===== src/rtl/alu_pkg.sv =====
// Shared ALU definitions: alu_control codes, execute-unit state encoding, default width.
// Imported by the ALU decoder and alu_exec_unit so the op codes live in one place.
package alu_pkg;

    localparam int unsigned XLEN_DEFAULT = 32;

    localparam logic [2:0] ALU_ADD = 3'b000;
    localparam logic [2:0] ALU_SUB = 3'b010;
    localparam logic [2:0] ALU_SLL = 3'b001;
    localparam logic [2:0] ALU_SRL = 3'b101;
    localparam logic [2:0] ALU_XOR = 3'b100;
    localparam logic [2:0] ALU_OR  = 3'b110;
    localparam logic [2:0] ALU_AND = 3'b111;

    typedef enum logic [1:0] {
        IDLE,
        SHIFT,
        DONE
    } alu_state_e;

endpackage


===== src/rtl/alu_exec_unit_if.sv =====
// Request/response bundle of alu_exec_unit: operand valid/ready in, result valid/ready out.
// ALU_EXEC_SRA_EN adds sra_sel (arithmetic right shift select) to the request side.
interface alu_exec_unit_if #(
    parameter int unsigned XLEN = alu_pkg::XLEN_DEFAULT
);

    logic            in_valid;
    logic            in_ready;
    logic [2:0]      alu_control;
    logic [XLEN-1:0] src_a;
    logic [XLEN-1:0] src_b;
    logic            out_valid;
    logic            out_ready;
    logic [XLEN-1:0] result;
    logic            zero;
`ifdef ALU_EXEC_SRA_EN
    logic            sra_sel;

    modport master (
        output in_valid, alu_control, src_a, src_b, sra_sel, out_ready,
        input  in_ready, out_valid, result, zero
    );

    modport slave (
        input  in_valid, alu_control, src_a, src_b, sra_sel, out_ready,
        output in_ready, out_valid, result, zero
    );
`else
    modport master (
        output in_valid, alu_control, src_a, src_b, out_ready,
        input  in_ready, out_valid, result, zero
    );

    modport slave (
        input  in_valid, alu_control, src_a, src_b, out_ready,
        output in_ready, out_valid, result, zero
    );
`endif

endinterface


===== src/rtl/alu_shift_step.sv =====
// Combinational shifter moving data by 0..SHIFT_STEP bits per call, left or right,
// with a selectable fill bit for right shifts (zero for SRL, sign for SRA).
module alu_shift_step #(
    parameter  int unsigned XLEN       = 32,
    parameter  int unsigned SHIFT_STEP = 1,
    localparam int unsigned AMT_W      = $clog2(SHIFT_STEP) + 1
) (
    input  logic [XLEN-1:0]  data_i,
    input  logic [AMT_W-1:0] amt_i,
    input  logic             right_i,
    input  logic             fill_i,
    output logic [XLEN-1:0]  data_o
);

    always_comb begin
        data_o = data_i << amt_i;
        if (right_i) begin
            // Vacated high bits are the complement of an all-ones mask shifted right.
            data_o = (data_i >> amt_i) | ({XLEN{fill_i}} & ~({XLEN{1'b1}} >> amt_i));
        end
    end

endmodule


===== src/rtl/alu_exec_unit.sv =====
// Multi-cycle ALU execute unit: single-cycle logic/add/sub, iterative shifts of
// SHIFT_STEP bits per cycle. Optional macro ALU_EXEC_SRA_EN enables arithmetic SRL via sra_sel.
module alu_exec_unit
    import alu_pkg::*;
#(
    parameter int unsigned XLEN       = XLEN_DEFAULT,
    parameter int unsigned SHIFT_STEP = 1
) (
    input logic               clk,
    input logic               rst_n,
    alu_exec_unit_if.slave    bus
);

    localparam int unsigned SH_W  = $clog2(XLEN);
    localparam int unsigned AMT_W = $clog2(SHIFT_STEP) + 1;

    alu_state_e      state_q, state_d;
    logic [XLEN-1:0] work_q, work_d;
    logic [SH_W-1:0] rem_q, rem_d;
    logic            right_q, right_d;
    logic            fill_q, fill_d;
    logic [XLEN-1:0] result_q, result_d;
    logic            zero_q, zero_d;

    logic [SH_W-1:0]  amt_in;
    logic             is_shift;
    logic             fill_in;
    logic [XLEN-1:0]  calc;
    logic [31:0]      rem32;
    logic [SH_W-1:0]  step;
    logic [SH_W-1:0]  rem_next;
    logic [AMT_W-1:0] step_amt;
    logic [XLEN-1:0]  shift_out;

    alu_shift_step #(
        .XLEN       (XLEN),
        .SHIFT_STEP (SHIFT_STEP)
    ) u_shift_step (
        .data_i  (work_q),
        .amt_i   (step_amt),
        .right_i (right_q),
        .fill_i  (fill_q),
        .data_o  (shift_out)
    );

    // Request-side decode: shift amount, fill bit and the single-cycle result.
    always_comb begin
        amt_in   = bus.src_b[SH_W-1:0];
        is_shift = (bus.alu_control == ALU_SLL) || (bus.alu_control == ALU_SRL);
        fill_in  = 1'b0;
`ifdef ALU_EXEC_SRA_EN
        if ((bus.alu_control == ALU_SRL) && bus.sra_sel) begin
            fill_in = bus.src_a[XLEN-1];
        end
`endif
        case (bus.alu_control)
            ALU_ADD: calc = bus.src_a + bus.src_b;
            ALU_SUB: calc = bus.src_a - bus.src_b;
            ALU_XOR: calc = bus.src_a ^ bus.src_b;
            ALU_OR:  calc = bus.src_a | bus.src_b;
            ALU_AND: calc = bus.src_a & bus.src_b;
            ALU_SLL: calc = bus.src_a;
            ALU_SRL: calc = bus.src_a;
            default: calc = '0;
        endcase
    end

    // Iteration step: min(SHIFT_STEP, remaining); a step of SHIFT_STEP==XLEN never
    // fits in SH_W bits, but then remaining is always below it.
    always_comb begin
        rem32    = 32'(rem_q);
        step     = (rem32 < SHIFT_STEP) ? rem_q : SH_W'(SHIFT_STEP);
        rem_next = rem_q - step;
        step_amt = AMT_W'(step);
    end

    always_comb begin
        state_d  = state_q;
        work_d   = work_q;
        rem_d    = rem_q;
        right_d  = right_q;
        fill_d   = fill_q;
        result_d = result_q;
        zero_d   = zero_q;
        unique case (state_q)
            IDLE: begin
                if (bus.in_valid) begin
                    if (is_shift && (amt_in != '0)) begin
                        work_d  = bus.src_a;
                        rem_d   = amt_in;
                        right_d = (bus.alu_control == ALU_SRL);
                        fill_d  = fill_in;
                        state_d = SHIFT;
                    end else begin
                        result_d = calc;
                        zero_d   = (calc == '0);
                        state_d  = DONE;
                    end
                end
            end
            SHIFT: begin
                work_d = shift_out;
                rem_d  = rem_next;
                if (rem_next == '0) begin
                    result_d = shift_out;
                    zero_d   = (shift_out == '0);
                    state_d  = DONE;
                end
            end
            DONE: begin
                if (bus.out_ready) begin
                    state_d = IDLE;
                end
            end
            default: state_d = IDLE;
        endcase
    end

    always_ff @(posedge clk or negedge rst_n) begin
        if (!rst_n) begin
            state_q  <= IDLE;
            work_q   <= '0;
            rem_q    <= '0;
            right_q  <= 1'b0;
            fill_q   <= 1'b0;
            result_q <= '0;
            zero_q   <= 1'b1;
        end else begin
            state_q  <= state_d;
            work_q   <= work_d;
            rem_q    <= rem_d;
            right_q  <= right_d;
            fill_q   <= fill_d;
            result_q <= result_d;
            zero_q   <= zero_d;
        end
    end

    always_comb begin
        bus.in_ready  = (state_q == IDLE);
        bus.out_valid = (state_q == DONE);
        bus.result    = result_q;
        bus.zero      = zero_q;
    end

endmodule


===== src/flat_wrapper.sv =====
// flat-port wrapper written by rule: the top's interface ports become plain ports
module alu_exec_unit_flat import alu_pkg::*;
#(
    parameter int unsigned XLEN       = XLEN_DEFAULT,
    parameter int unsigned SHIFT_STEP = 1
)
  (clk, rst_n, bus_in_valid, bus_alu_control, bus_src_a, bus_src_b, bus_out_ready, bus_in_ready, bus_out_valid, bus_result, bus_zero);
  alu_exec_unit_if #(.XLEN(XLEN)) bus_i ();
  input logic clk;
  input logic rst_n;
  input wire logic [$bits(bus_i.in_valid)-1:0] bus_in_valid;
  input wire logic [$bits(bus_i.alu_control)-1:0] bus_alu_control;
  input wire logic [$bits(bus_i.src_a)-1:0] bus_src_a;
  input wire logic [$bits(bus_i.src_b)-1:0] bus_src_b;
  input wire logic [$bits(bus_i.out_ready)-1:0] bus_out_ready;
  output wire logic [$bits(bus_i.in_ready)-1:0] bus_in_ready;
  output wire logic [$bits(bus_i.out_valid)-1:0] bus_out_valid;
  output wire logic [$bits(bus_i.result)-1:0] bus_result;
  output wire logic [$bits(bus_i.zero)-1:0] bus_zero;
  assign bus_i.in_valid = bus_in_valid;
  assign bus_i.alu_control = bus_alu_control;
  assign bus_i.src_a = bus_src_a;
  assign bus_i.src_b = bus_src_b;
  assign bus_i.out_ready = bus_out_ready;
  assign bus_in_ready = bus_i.in_ready;
  assign bus_out_valid = bus_i.out_valid;
  assign bus_result = bus_i.result;
  assign bus_zero = bus_i.zero;
  alu_exec_unit #(.XLEN(XLEN), .SHIFT_STEP(SHIFT_STEP)) u_core (.clk(clk), .rst_n(rst_n), .bus(bus_i));
endmodule

===== config.mk =====
export PLATFORM = sky130hd
export DESIGN_NAME = alu_exec_unit_flat
export DESIGN_NICKNAME = d
export VERILOG_FILES = /design/src/rtl/alu_pkg.sv /design/src/rtl/alu_exec_unit_if.sv /design/src/rtl/alu_shift_step.sv /design/src/rtl/alu_exec_unit.sv /design/src/flat_wrapper.sv
export SDC_FILE = /design/constraint.sdc
export NUM_CORES = 1
export LEC_CHECK = 0
export CAP_MARGIN = 10
export CORE_UTILIZATION = 35
export DETAILED_ROUTE_END_ITERATION = 8
export GPL_ROUTABILITY_DRIVEN = 0
export MAX_ROUTING_LAYER = met4
export PLACE_DENSITY = 0.58
export REMOVE_ABC_BUFFERS = 1
export SETUP_SLACK_MARGIN = 0.5
export SLEW_MARGIN = 20
export SYNTH_ARGS = -nofsm -noshare
export SYNTH_HDL_FRONTEND = slang
export SYNTH_SLANG_ARGS = --single-unit
export TNS_END_PERCENT = 50

===== constraint.sdc =====
create_clock -name clk -period 3.7 [get_ports clk]
set_clock_uncertainty 0.2 [all_clocks]
set_input_delay 0.74 -clock clk [delete_from_list [all_inputs] [get_ports clk]]
set_output_delay 0.74 -clock clk [all_outputs]
set_load 0.005 [all_outputs]

==> reports/summary.md <==
STA
- 5130 ps — Period minus WS final
- 0 — Slew Viols, Final
- true — RSZ-0062 raised after global routing
- 936 ps — Slew @ Worst Pin
- -22,050 ps — final-layout setup total negative slack
- 0 — count of endpoints failing hold in the final timing report
- 27 — final setup violation count
- 195 MHz — highest attainable clock frequency
- 37.6% — headroom to the max-slew limit
- 139% — share of the clock period used by the worst path
- -1430 ps — minimum setup slack in the final design

Global route
- 2.00% — met3 GRT Util
- 0 — overall overflow remaining after global route
- 0 — antenna violations before repair
- 55,100 um — wire length of the first global-routing pass
- 38.8% — met1 global-route usage
- met2 — most congested layer reported by global routing
- 9,811 — vias in the first global route
- 28.3% — total global-route track usage
- 74 — largest net degree at the start of global routing
- 43.9% — met2 global-route usage

Routing
- 5.51 — Vias per Instance
- 5 — number of iterations in the first detailed-routing pass
- 35,800 um — final routed wirelength across all metal layers
- 19.1 um — WL per Instance
- 0 — remaining design rule violation count
- 818 — First DRT Iteration DRCs
- 0 — antenna-violating nets left
- 10,300 — vias after detailed routing

Clocking
- 3 — H-tree levels
- sky130_fd_sc_hd__clkbuf_16 — root cell of the clock tree
- done — TritonCTS clock tree
- 9 — TritonCTS Buffers
- 60 ps — register clock-pin slew on the reported worst setup and hold paths
- 73 — clock sinks
- 2 — number of buffers between clock root and the deepest sink
- 0 — hold-fix buffer count after cts
- 340 ps — Clock Latency Late Sink

Placement
- 1,813 — placed cell count
- 27,400 um — Detail Placement HPWL
- -2500 ps — worst setup slack after placement
- 105 — Port Buffers

Worst setup path
- 5 — total buffers and inverters traversed by the critical path
- sky130_fd_sc_hd__or4b_4 — cell at the slowest stage of the critical path
- 4 — largest driver fanout on the critical path
- simple AND/OR/NAND/NOR gates — top cell family by delay on the critical path
- 3790 ps — Worst EP required
- input pin — Startpoint Class
- 5210 ps — data arrival at the endpoint of the critical path
- 500 ps — delay contributed by the slowest stage of the critical path
- in2reg — class of the most critical setup path
- register — critical path capture point type
- buf_2 > buf_6 > or3_4 > or3_4 > buf_6 > nor3_2 > buf_4 > a21oi_2 > xnor2_2 > ha_1 > a21o_1 > a31oi_4 > or4b_4 > a211oi_4 > nor2_2 > buf_4 > xor2_1 > nand2_1 > o221ai_2 > a2111o_1 > nor4_2 > a31o_1 — cells traversed along the worst timing path

Yosys
- 1,167 — post-synthesis cell count
- sky130_fd_sc_hd__dfrtp_1 — library cell with the largest summed area after synthesis
- 7.51 um2 — Avg Cell Area, Syn
- 20.6% — area share of the largest cell type after synthesis
- 20.9% — post-synthesis sequential area ratio
- 73 — flop and latch count out of synthesis
- 100% — Synth async-reset ratio
- sky130_fd_sc_hd__dfrtp_1 — Top FF cell, synth
- 0 — count of yosys warnings during synthesis
- 0 — count of flip-flops with a built-in enable after synthesis
- 8760 um2 — mapped cell area
- sky130_fd_sc_hd__dfrtp_1, sky130_fd_sc_hd__ha_1, sky130_fd_sc_hd__nand2_1 — cell types occupying the most area after synthesis
- 79 — post-synth cell types

Layout
- 30.9% — fraction of layout instances using a drive strength above 1
- 0 — number of antenna diodes
- 53.7% — synth-to-layout area growth
- 55.0% — Core Util, Final
- 1,870 — number of standard cells in the final layout excluding fillers
- 1,713 — NumNets Final

Die
- 35.8% — initial cell density of the core
- 160 um — die width
- 24,500 um2 — core region area
- 160 um — chip height
- 57 — number of rows in the core area
- 25,700 um2 — die area
- 106 — Top-Level Pins

Min path
- reg2reg — class of the worst hold path

Pwr
- 6.33 mW — Final Total Pwr
- 0.300 mV — worst-case vdd ir drop
- 6.28 nW — leakage
- 470 nW/um2 — cell area power density

Run status
- finished with violations — outcome
- negative setup slack — violated checks

Run
- 0 — max cap viols

-- metrics by stage --
stage	cell area [um2]	hold slack (ps)
after floorplan	8470	244
after global placement	12100	260
after detailed placement	12100	267
after CTS	13200	280
after global routing	13500	297
final	13500	275
-- sequential cells by signal, summed over array words and instances (netlist names) --
signal,flops
u_core.bus.result,32
u_core.work_q,32
u_core.rem_q,5
u_core.state_q,2
u_core.bus.zero,1
u_core.right_q,1
-- where the power goes --
group | switching, mW | internal (mW)
clock network | 0.341 | 0.535
logic | 2.00 | 1.85
registers | 0.418 | 1.18
total | 2.76 | 3.57
-- cell type report --
cell class,count,area (um2)
flip-flops and latches,73,1830
multi-input cells,948,7060
repair buffers,434,3590
well taps,324,405
fillers,2266,11000
inverters,77,289
clock buffers,10,239
clock inverters,4,53.8
-- layer usage --
layer | vias up | share of wire, %
li1 | 4965 | -
met1 | 4927 | 46
met2 | 355 | 45
met3 | 65 | 5.8
met4 | 0 | 3.0
met5 | - | 0
-- worst register-to-register path: cells and delay by family, from the launching register on --
family          cells  cell delay [ps]
fa+ha+maj           1              250
compound gates      4              640
buf+inv             1              160
flops               1              440
simple gates        8             1570
-- final timing paths --
kind,endpoint,depth (start not counted),startpoint,slack [ps]
max reg2reg,u_core.bus.zero,14,u_core.rem_q[1],400
max in group asynchronous,u_core.work_q[31],1,rst_n,2350
min in group asynchronous,u_core.bus.result[2],1,rst_n,340
max,u_core.bus.zero,22,bus_src_b[1],-1430
min,u_core.bus.result[11],1,u_core.bus.result[11],280
min reg2reg,u_core.bus.result[11],1,u_core.bus.result[11],280
-- cell usage after synthesis (5+ instances only) --
cell type,n
sky130_fd_sc_hd__nor2_1,120
sky130_fd_sc_hd__o22ai_1,9
sky130_fd_sc_hd__a22o_1,5
sky130_fd_sc_hd__xor2_1,9
sky130_fd_sc_hd__and3_1,9
sky130_fd_sc_hd__or3_1,10
sky130_fd_sc_hd__ha_1,98
sky130_fd_sc_hd__a21o_1,28
sky130_fd_sc_hd__nor3_1,14
sky130_fd_sc_hd__a21oi_1,90
sky130_fd_sc_hd__a21boi_0,12
sky130_fd_sc_hd__o211ai_1,6
sky130_fd_sc_hd__nor2b_1,9
sky130_fd_sc_hd__dfrtp_1,72
sky130_fd_sc_hd__a31oi_1,29
sky130_fd_sc_hd__a211oi_1,22
sky130_fd_sc_hd__a221oi_1,7
sky130_fd_sc_hd__nand4_1,14
sky130_fd_sc_hd__nand2_1,135
sky130_fd_sc_hd__nand3_1,21
sky130_fd_sc_hd__mux2i_1,43
sky130_fd_sc_hd__xnor2_1,42
sky130_fd_sc_hd__nor4_1,6
sky130_fd_sc_hd__a221o_1,11
sky130_fd_sc_hd__clkbuf_1,57
sky130_fd_sc_hd__a22oi_1,16
sky130_fd_sc_hd__o31ai_1,19
sky130_fd_sc_hd__and2_1,11
sky130_fd_sc_hd__inv_1,76
sky130_fd_sc_hd__o21ai_0,81
sky130_fd_sc_hd__buf_1,5
sky130_fd_sc_hd__o32ai_1,5
-- repair_timing --
item	CTS	global route
gates cloned	0	0
gates resized for setup	155	57
setup endpoints to repair	31	33
pin swaps	72	67
buffers inserted	35	8
-- placed cells by master (no fill, tap or decap), types with 7 or more instances in the layout --
cell | netlist | layout
sky130_fd_sc_hd__a211oi_1 | 22 | 10
sky130_fd_sc_hd__a211oi_2 | 1 | 8
sky130_fd_sc_hd__a21boi_0 | 12 | 12
sky130_fd_sc_hd__a21o_1 | 28 | 27
sky130_fd_sc_hd__a21oi_1 | 90 | 74
sky130_fd_sc_hd__a21oi_2 | 0 | 14
sky130_fd_sc_hd__a221o_1 | 11 | 11
sky130_fd_sc_hd__a22oi_1 | 16 | 16
sky130_fd_sc_hd__a31oi_1 | 29 | 27
sky130_fd_sc_hd__and2_1 | 11 | 8
sky130_fd_sc_hd__and3_1 | 9 | 7
sky130_fd_sc_hd__buf_4 | 1 | 316
sky130_fd_sc_hd__buf_6 | 4 | 13
sky130_fd_sc_hd__clkbuf_16 | 0 | 9
sky130_fd_sc_hd__clkdlybuf4s50_1 | 0 | 92
sky130_fd_sc_hd__dfrtp_1 | 72 | 72
sky130_fd_sc_hd__ha_1 | 98 | 93
sky130_fd_sc_hd__inv_1 | 76 | 76
sky130_fd_sc_hd__mux2i_1 | 43 | 42
sky130_fd_sc_hd__nand2_1 | 135 | 133
sky130_fd_sc_hd__nand3_1 | 21 | 16
sky130_fd_sc_hd__nand4_1 | 14 | 14
sky130_fd_sc_hd__nor2_1 | 120 | 115
sky130_fd_sc_hd__nor2b_1 | 9 | 7
sky130_fd_sc_hd__nor3_1 | 14 | 7
sky130_fd_sc_hd__o21ai_0 | 81 | 47
sky130_fd_sc_hd__o21ai_1 | 0 | 17
sky130_fd_sc_hd__o21ai_2 | 0 | 15
sky130_fd_sc_hd__o22ai_1 | 9 | 9
sky130_fd_sc_hd__o31ai_1 | 19 | 13
sky130_fd_sc_hd__xnor2_1 | 42 | 37
sky130_fd_sc_hd__xor2_1 | 9 | 7
-- cell families after synthesis --
group	Yosys count	share of synthesized area, %
simple gates	381	20.3
compound gates	374	27.9
buf+inv	146	6.70
fa+ha+maj	99	14.2
flops	73	20.9
xor+xnor	51	5.10
mux	43	4.91
No activity file was read; power rests on OpenSTA's default activity.
